## src/rtl/if_stage_pkg.sv

```systemverilog
// Shared types and constants for the instruction-fetch stage.
// Bus widths, the reset fetch address and the fetch FSM state encodings.
package if_stage_pkg;

    localparam int unsigned INST_W = 32;
    localparam int unsigned ADDR_W = 32;

    typedef logic [INST_W-1:0] inst_t;
    typedef logic [ADDR_W-1:0] addr_t;

    localparam addr_t RESET_PC_DEFAULT = 32'h0000_0000;

    typedef enum logic [1:0] {
        S_REQ  = 2'd0,
        S_WAIT = 2'd1,
        S_HOLD = 2'd2
    } if_state_e;

    function automatic addr_t word_align(input addr_t a);
        return {a[ADDR_W-1:2], 2'b00};
    endfunction

endpackage

```

## src/rtl/if_pc_reg.sv

```systemverilog
// Program counter: loads RESET_PC on reset, steps +4 on an accepted fetch, redirect wins.
// One-cycle update latency; no handshake of its own.
module if_pc_reg
    import if_stage_pkg::*;
#(
    parameter addr_t RESET_PC = RESET_PC_DEFAULT
) (
    input  logic  clk,
    input  logic  rst_n,
    input  logic  advance_i,
    input  logic  redirect_i,
    input  addr_t target_i,
    output addr_t pc_o
);

    addr_t pc_q;
    addr_t pc_d;

    always_comb begin
        pc_d = pc_q;
        if (redirect_i) begin
            pc_d = word_align(target_i);
        end else if (advance_i) begin
            pc_d = pc_q + 32'd4;
        end
    end

    always_ff @(posedge clk or negedge rst_n) begin
        if (!rst_n) begin
            pc_q <= RESET_PC;
        end else begin
            pc_q <= pc_d;
        end
    end

    assign pc_o = pc_q;

endmodule

```

## src/rtl/if_stage.sv

```systemverilog
// MIPS instruction fetch: one outstanding imem request, output slot plus one-entry hold buffer.
// Latency gnt->if_valid = mem latency + 1; id_ready low parks a response in hold and stops fetching.
module if_stage
    import if_stage_pkg::*;
#(
    parameter addr_t RESET_PC = RESET_PC_DEFAULT
) (
    input  logic  clk,
    input  logic  rst_n,
    output logic  imem_req,
    output addr_t imem_addr,
    input  logic  imem_gnt,
    input  logic  imem_rvalid,
    input  inst_t imem_rdata,
    input  logic  br_taken,
    input  addr_t br_target,
    output logic  if_valid,
    input  logic  id_ready,
    output inst_t inst,
    output addr_t if_pc
);

    if_state_e state_q, state_d;
    logic      req_q;
    addr_t     pc_q;
    addr_t     fetch_pc_q;
    logic      discard_q;
    logic      hold_valid_q;
    inst_t     hold_inst_q;
    addr_t     hold_pc_q;
    logic      if_valid_q;
    inst_t     inst_q;
    addr_t     if_pc_q;

    logic accept;
    logic slot_free;
    logic resp_ok;
    logic deliver_new;
    logic capture;
    logic drain;

    // req_q mirrors state==S_REQ but is held low through reset, so gnt is only honoured when requested.
    assign accept      = req_q & imem_gnt;
    assign slot_free   = ~if_valid_q | id_ready;
    assign resp_ok     = (state_q == S_WAIT) & imem_rvalid & ~discard_q & ~br_taken;
    assign deliver_new = resp_ok & slot_free;
    assign capture     = resp_ok & ~slot_free;
    assign drain       = hold_valid_q & id_ready & ~br_taken;

    if_pc_reg #(
        .RESET_PC (RESET_PC)
    ) u_pc (
        .clk        (clk),
        .rst_n      (rst_n),
        .advance_i  (accept),
        .redirect_i (br_taken),
        .target_i   (br_target),
        .pc_o       (pc_q)
    );

    always_comb begin
        state_d = state_q;
        case (state_q)
            S_REQ:  if (accept) state_d = S_WAIT;
            S_WAIT: if (imem_rvalid) state_d = capture ? S_HOLD : S_REQ;
            S_HOLD: if (id_ready || br_taken) state_d = S_REQ;
            default: state_d = S_REQ;
        endcase
    end

    always_ff @(posedge clk or negedge rst_n) begin
        if (!rst_n) begin
            state_q      <= S_REQ;
            req_q        <= 1'b0;
            fetch_pc_q   <= '0;
            discard_q    <= 1'b0;
            hold_valid_q <= 1'b0;
            hold_inst_q  <= '0;
            hold_pc_q    <= '0;
            if_valid_q   <= 1'b0;
            inst_q       <= '0;
            if_pc_q      <= '0;
        end else begin
            state_q <= state_d;
            req_q   <= (state_d == S_REQ);

            if (accept) fetch_pc_q <= pc_q;

            // A redirect with a fetch in flight marks its eventual response as wrong-path.
            case (state_q)
                S_REQ: begin
                    if (accept) discard_q <= br_taken;
                end
                S_WAIT: begin
                    if (imem_rvalid)   discard_q <= 1'b0;
                    else if (br_taken) discard_q <= 1'b1;
                end
                default: discard_q <= 1'b0;
            endcase

            if (if_valid_q && id_ready) if_valid_q <= 1'b0;

            if (deliver_new) begin
                if_valid_q <= 1'b1;
                inst_q     <= imem_rdata;
                if_pc_q    <= fetch_pc_q;
            end

            if (capture) begin
                hold_valid_q <= 1'b1;
                hold_inst_q  <= imem_rdata;
                hold_pc_q    <= fetch_pc_q;
            end

            if (drain) begin
                if_valid_q   <= 1'b1;
                inst_q       <= hold_inst_q;
                if_pc_q      <= hold_pc_q;
                hold_valid_q <= 1'b0;
            end

            if (br_taken) begin
                if_valid_q   <= 1'b0;
                hold_valid_q <= 1'b0;
            end
        end
    end

    assign imem_req  = req_q;
    assign imem_addr = pc_q;
    assign if_valid  = if_valid_q;
    assign inst      = inst_q;
    assign if_pc     = if_pc_q;

endmodule
```

## config.mk

```make
export PLATFORM = sky130hd
export DESIGN_NAME = if_stage
export DESIGN_NICKNAME = d
export VERILOG_FILES = /design/src/rtl/if_stage_pkg.sv /design/src/rtl/if_pc_reg.sv /design/src/rtl/if_stage.sv
export SDC_FILE = /design/constraint.sdc
export NUM_CORES = 1
export LEC_CHECK = 0
export CAP_MARGIN = 10
export CORE_MARGIN = 2
export CORE_UTILIZATION = 47
export DETAILED_ROUTE_END_ITERATION = 10
export PLACE_DENSITY = 0.77
export SLEW_MARGIN = 20
export SYNTH_ARGS = -nofsm -noshare
export SYNTH_HDL_FRONTEND = slang
export SYNTH_SLANG_ARGS = --single-unit
```

## constraint.sdc

```tcl
create_clock -name clk -period 1.9 [get_ports clk]
set_input_delay 0.57 -clock clk [delete_from_list [all_inputs] [get_ports clk]]
set_output_delay 0.57 -clock clk [all_outputs]
set_load 0.05 [all_outputs]
```

==> qor.txt, run 1 <==
Status: complete, but fails checks
Violated checks: setup timing
Most frequent cells in the layout: dfrtp_1 (173), nand2_1 (162), buf_4 (125), o21ai_0 (81)
TritonCTS Buffers: 17
# clock sinks: 190
DIE AREA: 18,700 µm²
Final HPWL DP: 13,700 µm
Worst r2r src: u_pc.pc_o[2]
DR WL/cell: 17.0 µm
Routed WL: 20,500 µm
Post-synthesis register bit count: 190
CP Capture Type: register
Critical path data arrival time: 2.32 ns
Critical-path cell list: ha_4 -> nand3_4 -> or4_4 -> or4_1 -> a31oi_1
Share of layout cells above drive strength 1: 31.6%
Post-synth EDFFs: 0
Pre-CTS setup slack: -0.794 ns
Worst path slowest cell: or4_4
Top cell type's share of synthesized area: 57.4%
First-pass GRT wire length: 32,800 µm
Fmax: 507 MHz
CP Buf/Inv Count: 0
H-tree levels: 4
Cell Area, Synth: 8280 µm²
Max incr delay on CP: 0.59 ns
Routed via count: 6,499
CTS tree: built
Initial Util: 48.0%
Avg Inst Size Synth: 11.0 µm²
Post-Synthesis Cells: 755
Post-route ant nets: 0
Ant. Diodes: 0
Initial antenna violation count: 0
GR Util All Layers: 22.4%
Critical path class: register to register
Tcrit/Tclk final: 104%
Most common cell after layout, fill and taps aside: dfrtp_1
Peak supply drop: 0.925 mV
Sequential fraction of the synthesis area: 57.4%
Vias per inst: 5.40
Post-synth top area cell: dfrtp_1
Clock latency on the worst-skew pair: 0.43 ns
Final Hold Viols: 0
Critical path required time: 2.25 ns
Worst Skew: 0.0123 ns
Min-delay worst type: input port to async pin
Family with the most delay on the worst path: simple AND/OR/NAND/NOR gates
Clk slew on worst S/H paths: 0.07 ns
Area Overhead vs Synth: 41.3%
Post-layout worst setup margin: -0.0727 ns
Core ar.: 17,200 µm²
Pwr/cell area: 1310 nW/µm²
Endpoints failing setup: 4
PortBufs: 161
Die width: 137 µm
Number of synthesis warnings: 0
LEAKAGE: 5.37 nW
Initial DRC Count: 389
CTS max path bufs: 2
Cell row count: 48
Max Cap Violations: 0
Top FF cell, synth: dfrtp_1
Vias in the first global route: 6,530
RSZ-0062 raised after global routing: yes
Post-synth cell types: 47
Root buf cell: clkbuf_16
Critical Path Start: u_pc.pc_o[2]
Pin count of the biggest net entering global routing: 64
Setup crit start kind: register
Total power: 0.0154 W
Crit-path max FO: 7
Hold buffers post-CTS: 0
Final Net Count: 1,038
DRC Markers: 0
Ranking of synthesized cells by area: dfrtp_1 (57%), mux2_2 (8.6%), mux2i_1 (7.6%)
GRT Residual Overflow: 0
Post-synthesis async set-or-reset flop share: 100%
Finished Core Util: 67.8%
Count of boundary I/O pins: 168
Final critical-path required period: 1.97 ns
Max Transition Viols Final: 0
Drt first pass iters: 5
Routability Congestion: 0.836
Die Ht: 137 µm
## metal layers
layer	vias up	share of wire (%)	GRT usage [%]	wire length (µm)
met3	40	6.3	4.56	1280
met2	250	48	36.3	9750
met4	0	2.2	6.89	458
met1	3147	44	30.4	8960
li1	3062	-	-	-
met5	-	0	0	0
## kinds of logic (layout without fill, tap and decap cells)
family	Yosys count	count (layout)	share of synthesized area [%]
adders and majority gates	1	1	0.151
muxes	126	126	16.2
and+or+nand+nor	250	251	13.5
xor gates and xnor gates	10	10	1.06
other	1	4	0.0453
DFF	190	190	57.4
buffers and inverters	57	277	3.31
AOI/OAI and AO/OA	120	120	8.25
## per-stage QoR
step	instances	hold WS, ns	instance area [µm²]	TNS (ns)
after floorplan	758	0.274	8410	-3.05
after global placement	1167	0.463	10900	-61.33
after detailed placement	1167	0.472	10900	-65.82
after CTS	1202	0.104	11600	-0.357
after global routing	1204	0.109	11700	-0.468
final	1204	0.0952	11700	-0.140
## cells in the mapped netlist (3+ instances only)
| cell type | count |
|---|---|
| dfrtp_1 | 190 |
| nand2_1 | 163 |
| o21ai_0 | 82 |
| mux2_2 | 63 |
| mux2i_1 | 63 |
| clkbuf_1 | 29 |
| nor2_1 | 22 |
| a31oi_1 | 16 |
| nand3_1 | 16 |
| or4_1 | 15 |
| o31ai_1 | 13 |
| nand4_1 | 10 |
| buf_2 | 8 |
| xor2_1 | 7 |
| and3_1 | 5 |
| inv_1 | 5 |
| buf_1 | 4 |
| buf_4 | 4 |
| and4_1 | 3 |
| xnor2_1 | 3 |
## where the power goes
part | leakage [nW] | switching, W | total, W | internal (W)
clock network | 0.301 | 0.00153 | 0.00387 | 0.00234
registers | 2.41 | 0.000677 | 0.00579 | 0.00512
logic | 2.66 | 0.00378 | 0.00570 | 0.00192
total | 5.37 | 0.00599 | 0.0154 | 0.00938
## layout make-up
type | instances | area [µm²]
fill | 1301 | 5540
sequential | 190 | 4780
multi-input combinational | 512 | 3400
timing repair buffer | 240 | 2570
clock buffer | 18 | 429
tap | 225 | 282
clock inverter | 13 | 214
inverter | 6 | 22.5
## worst paths after layout
| kind | end | cells after the start | slack (ns) |
|---|---|---|---|
| max | u_pc.pc_o[20] | 5 | -0.07 |
| min | inst[11] | 1 | 0.1 |
| max reg2reg | u_pc.pc_o[20] | 5 | -0.07 |
| min reg2reg | inst[19] | 2 | 0.48 |
| max in group asynchronous | hold_pc_q[26] | 2 | 1.19 |
| min in group clk | inst[19] | 2 | 0.48 |
## repair_timing
| action | CTS | global route |
|---|---|---|
| pin swaps | 4 | 10 |
| endpoints found under the setup margin | 27 | 20 |
| buffers inserted | 1 | 2 |
| resized for setup | 9 | 16 |
| gates cloned | 3 | 1 |
| endpoints found under the hold margin | 0 | 0 |
Power figures use the tool's default switching activity.
==> run 2: changes to the inputs <==
--- a/config.mk
+++ b/config.mk
@@ -6,6 +6,7 @@
 export NUM_CORES = 1
 export LEC_CHECK = 0
 export CAP_MARGIN = 10
+export CORE_ASPECT_RATIO = 2
 export CORE_MARGIN = 2
 export CORE_UTILIZATION = 47
 export DETAILED_ROUTE_END_ITERATION = 10
==> run 2 against run 1 <==
Compared with the run above:
- the flow still finishes with violations (setup timing)
- count of clock-buffer cells in the layout shrank 1
- global-route usage fell by 0.63 points
- critical path depth rose by 1
- sequential share of layout area grew 0.60 points
- maximum frequency fell by 0.90%
- combinational power about the same
- worst setup slack lost 0.018 ns
- sequential power about the same
- first-iteration DRC count is 40% lower
==> qor.txt, run 2 (synthesis gave the netlist of run 1 again) <==
Fmax: 502 MHz (-0.90%)
Min-delay worst type: input port to async pin
Busiest grt layer: met2
Worst flop-to-flop path endpoint: u_pc.pc_o[20]
Register area: 4780 µm² (unchanged)
Post-layout worst setup margin: -0.0906 ns (-0.0179 ns)
LEAKAGE: 5.32 nW (-0.99%)
Hold buffers post-CTS: 0 (unchanged)
Initial DRC Count: 234 (-40%)
Setup crit start kind: register
Core ar.: 17,300 µm² (+0.20%)
DRC Markers: 0 (unchanged)
Routed via count: 6,344 (-2.4%)
Root buf cell: clkbuf_16
CP Capture Type: register
Tcrit/Tclk final: 105% (+0.94 points)
Final critical-path required period: 1.99 ns (+0.0179 ns)
Final Hold Viols: 0 (unchanged)
Setup TNS: -0.320 ns (-0.180 ns)
Final HPWL DP: 13,900 µm (+1.5%)
GR Util All Layers: 21.7% (-0.63 points)
First-pass GRT wire length: 32,600 µm (-0.76%)
Share of layout cells above drive strength 1: 31.3% (-0.30 points)
Design Area, Final: 11,500 µm² (-1.5%)
Internal Power: 0.00890 W (-5.2%)
Initial Util: 47.9% (-0.097 points)
Ant. Diodes: 0 (unchanged)
Routability Congestion: 0.813 (-2.8%)
Max Transition Viols Final: 0 (unchanged)
Status: complete, but fails checks
Peak supply drop: 0.616 mV (-33%)
DIE AREA: 18,800 µm² (+0.35%)
Pwr/cell area: 1290 nW/µm² (-1.5%)
Crit-path max FO: 7 (unchanged)
Sw Ratio: 40.3% (+1.4 points)
Vias in the first global route: 6,570 (+0.61%)
RSZ-0062 raised after global routing: yes
Met2 Use GR: 38.7% (+2.4 points)
Clk slew on worst S/H paths: 0.07 ns (about the same)
Critical path data arrival time: 2.34 ns (+0.02 ns)
TritonCTS Buffers: 17 (unchanged)
Worst r2r src: u_pc.pc_o[2]
Placed inst area: 10,800 µm² (-0.75%)
Post-route ant nets: 0 (unchanged)
CTS max path bufs: 2 (unchanged)
PortBufs: 161 (unchanged)
GRT Residual Overflow: 0 (unchanged)
Sequential share of power: 38.8% (+1.1 points)
# clock sinks: 190 (unchanged)
Die Ht: 192 µm (+40%)
Most frequent cells in the layout: dfrtp_1 (173), nand2_1 (163), buf_4 (130), o21ai_0 (81), clkdlybuf4s50_1 (64)
GR Layer Usage met3: 3.24% (-1.3 points)
FF-to-FF setup slack: -0.09 ns (-0.02 ns)
Pin count of the biggest net entering global routing: 47 (-27%)
Multi-input gate area: 3370 µm² (-0.88%)
Die width: 97.8 µm (-28%)
Vias per inst: 5.32 (-1.4%)
Final Net Count: 1,040 (+0.19%)
DR WL/cell: 16.4 µm (-3.2%)
Critical path class: register to register
Initial antenna violation count: 0 (unchanged)
Most common cell after layout, fill and taps aside: dfrtp_1
R2R cell count: 6 (+1)
CTS tree: built
Count of boundary I/O pins: 168 (unchanged)
Clock latency on the worst-skew pair: 0.43 ns (about the same)
Worst Skew: 0.0153 ns (+0.00298 ns)
Routed WL: 19,600 µm (-4.2%)
Max Cap Violations: 0 (unchanged)
Clock share of power: 23.2% (-2.0 points)
Violated checks: setup timing
H-tree levels: 4 (unchanged)
Critical path required time: 2.25 ns (about the same)
Cell row count: 68 (+42%)
Gate power share: 38.0% (+0.9 points)
Fillers: 1,340 (+3.0%)
Endpoints failing setup: 7 (+3)
Area Overhead vs Synth: 39.2%
NetSw: 0.00602 W (+0.47%)
Met1 usage: 24.7% (-5.7 points)
Drt first pass iters: 4 (-1)
run 2: power by group through the flow:
| stage | Combinational (W) | Clock, W | Sequential (W) |
|---|---|---|---|
| after floorplan | 0.00115 | 0 | 0.00816 |
| after global placement | 0.00559 | 0 | 0.00580 |
| after detailed placement | 0.00568 | 0 | 0.00586 |
| after CTS | 0.00572 | 0.00356 | 0.00579 |
| after global routing | 0.00603 | 0.00373 | 0.00593 |
| final | 0.00567 | 0.00347 | 0.00578 |
run 2: what timing repair did:
| action | 4_1_cts | 5_1_grt |
|---|---|---|
| gates resized for setup | 9 | 8 |
| pin swaps | 14 | 3 |
| hold endpoints to repair | 0 | 0 |
| setup buffers | 5 | 0 |
| endpoints found under the setup margin | 16 | 122 |
| gates cloned | 2 | 1 |
run 2: stage by stage:
step	setup WS [ns]	total power, W	std cells	hold WS, ns	utilization, %
finish	-0.0906	0.0149	1192	0.0574	66.7
floorplan	-0.234	0.00931	758	0.274	-
global placement	-0.668	0.0114	1152	0.463	62.5
detailed placement	-0.690	0.0115	1152	0.472	62.5
CTS	-0.149	0.0151	1191	0.0415	66.3
global route	-0.133	0.0157	1192	0.0575	66.7
run 2: how the worst max path moves through the flow:
| stage | start | endpoint | slack [ns] |
|---|---|---|---|
| after floorplan | u_pc.pc_o[2] | u_pc.pc_o[20] | -0.23 |
| after global placement | imem_gnt | u_pc.pc_o[20] | -0.67 |
| after detailed placement | imem_gnt | u_pc.pc_o[20] | -0.69 |
| after CTS | u_pc.pc_o[2] | u_pc.pc_o[20] | -0.15 |
| after global routing | u_pc.pc_o[2] | u_pc.pc_o[20] | -0.13 |
| final | u_pc.pc_o[2] | u_pc.pc_o[20] | -0.09 |
run 2: area by class of cell:
class	count	area share (%)
inverters	6	0.195
flip-flops and latches	190	41.4
multi-input cells	511	29.2
repair buffers	243	21.8
clock inverters	15	1.36
well taps	210	2.28
clock buffers	17	3.69
run 2: metal layers:
metal,share of wire [%],up-vias
met3,3.2,45
met4,4.7,0
met1,39,3072
met5,0,-
li1,-,3055
met2,53,172
run 2: critical path, stage by stage (launching register included):
cell	delay (ns)
dfrtp_2	0.40
ha_4	0.15
nand3_4	0.08
or4_4	0.52
buf_6	0.16
or4_1	0.47
a31oi_1	0.14
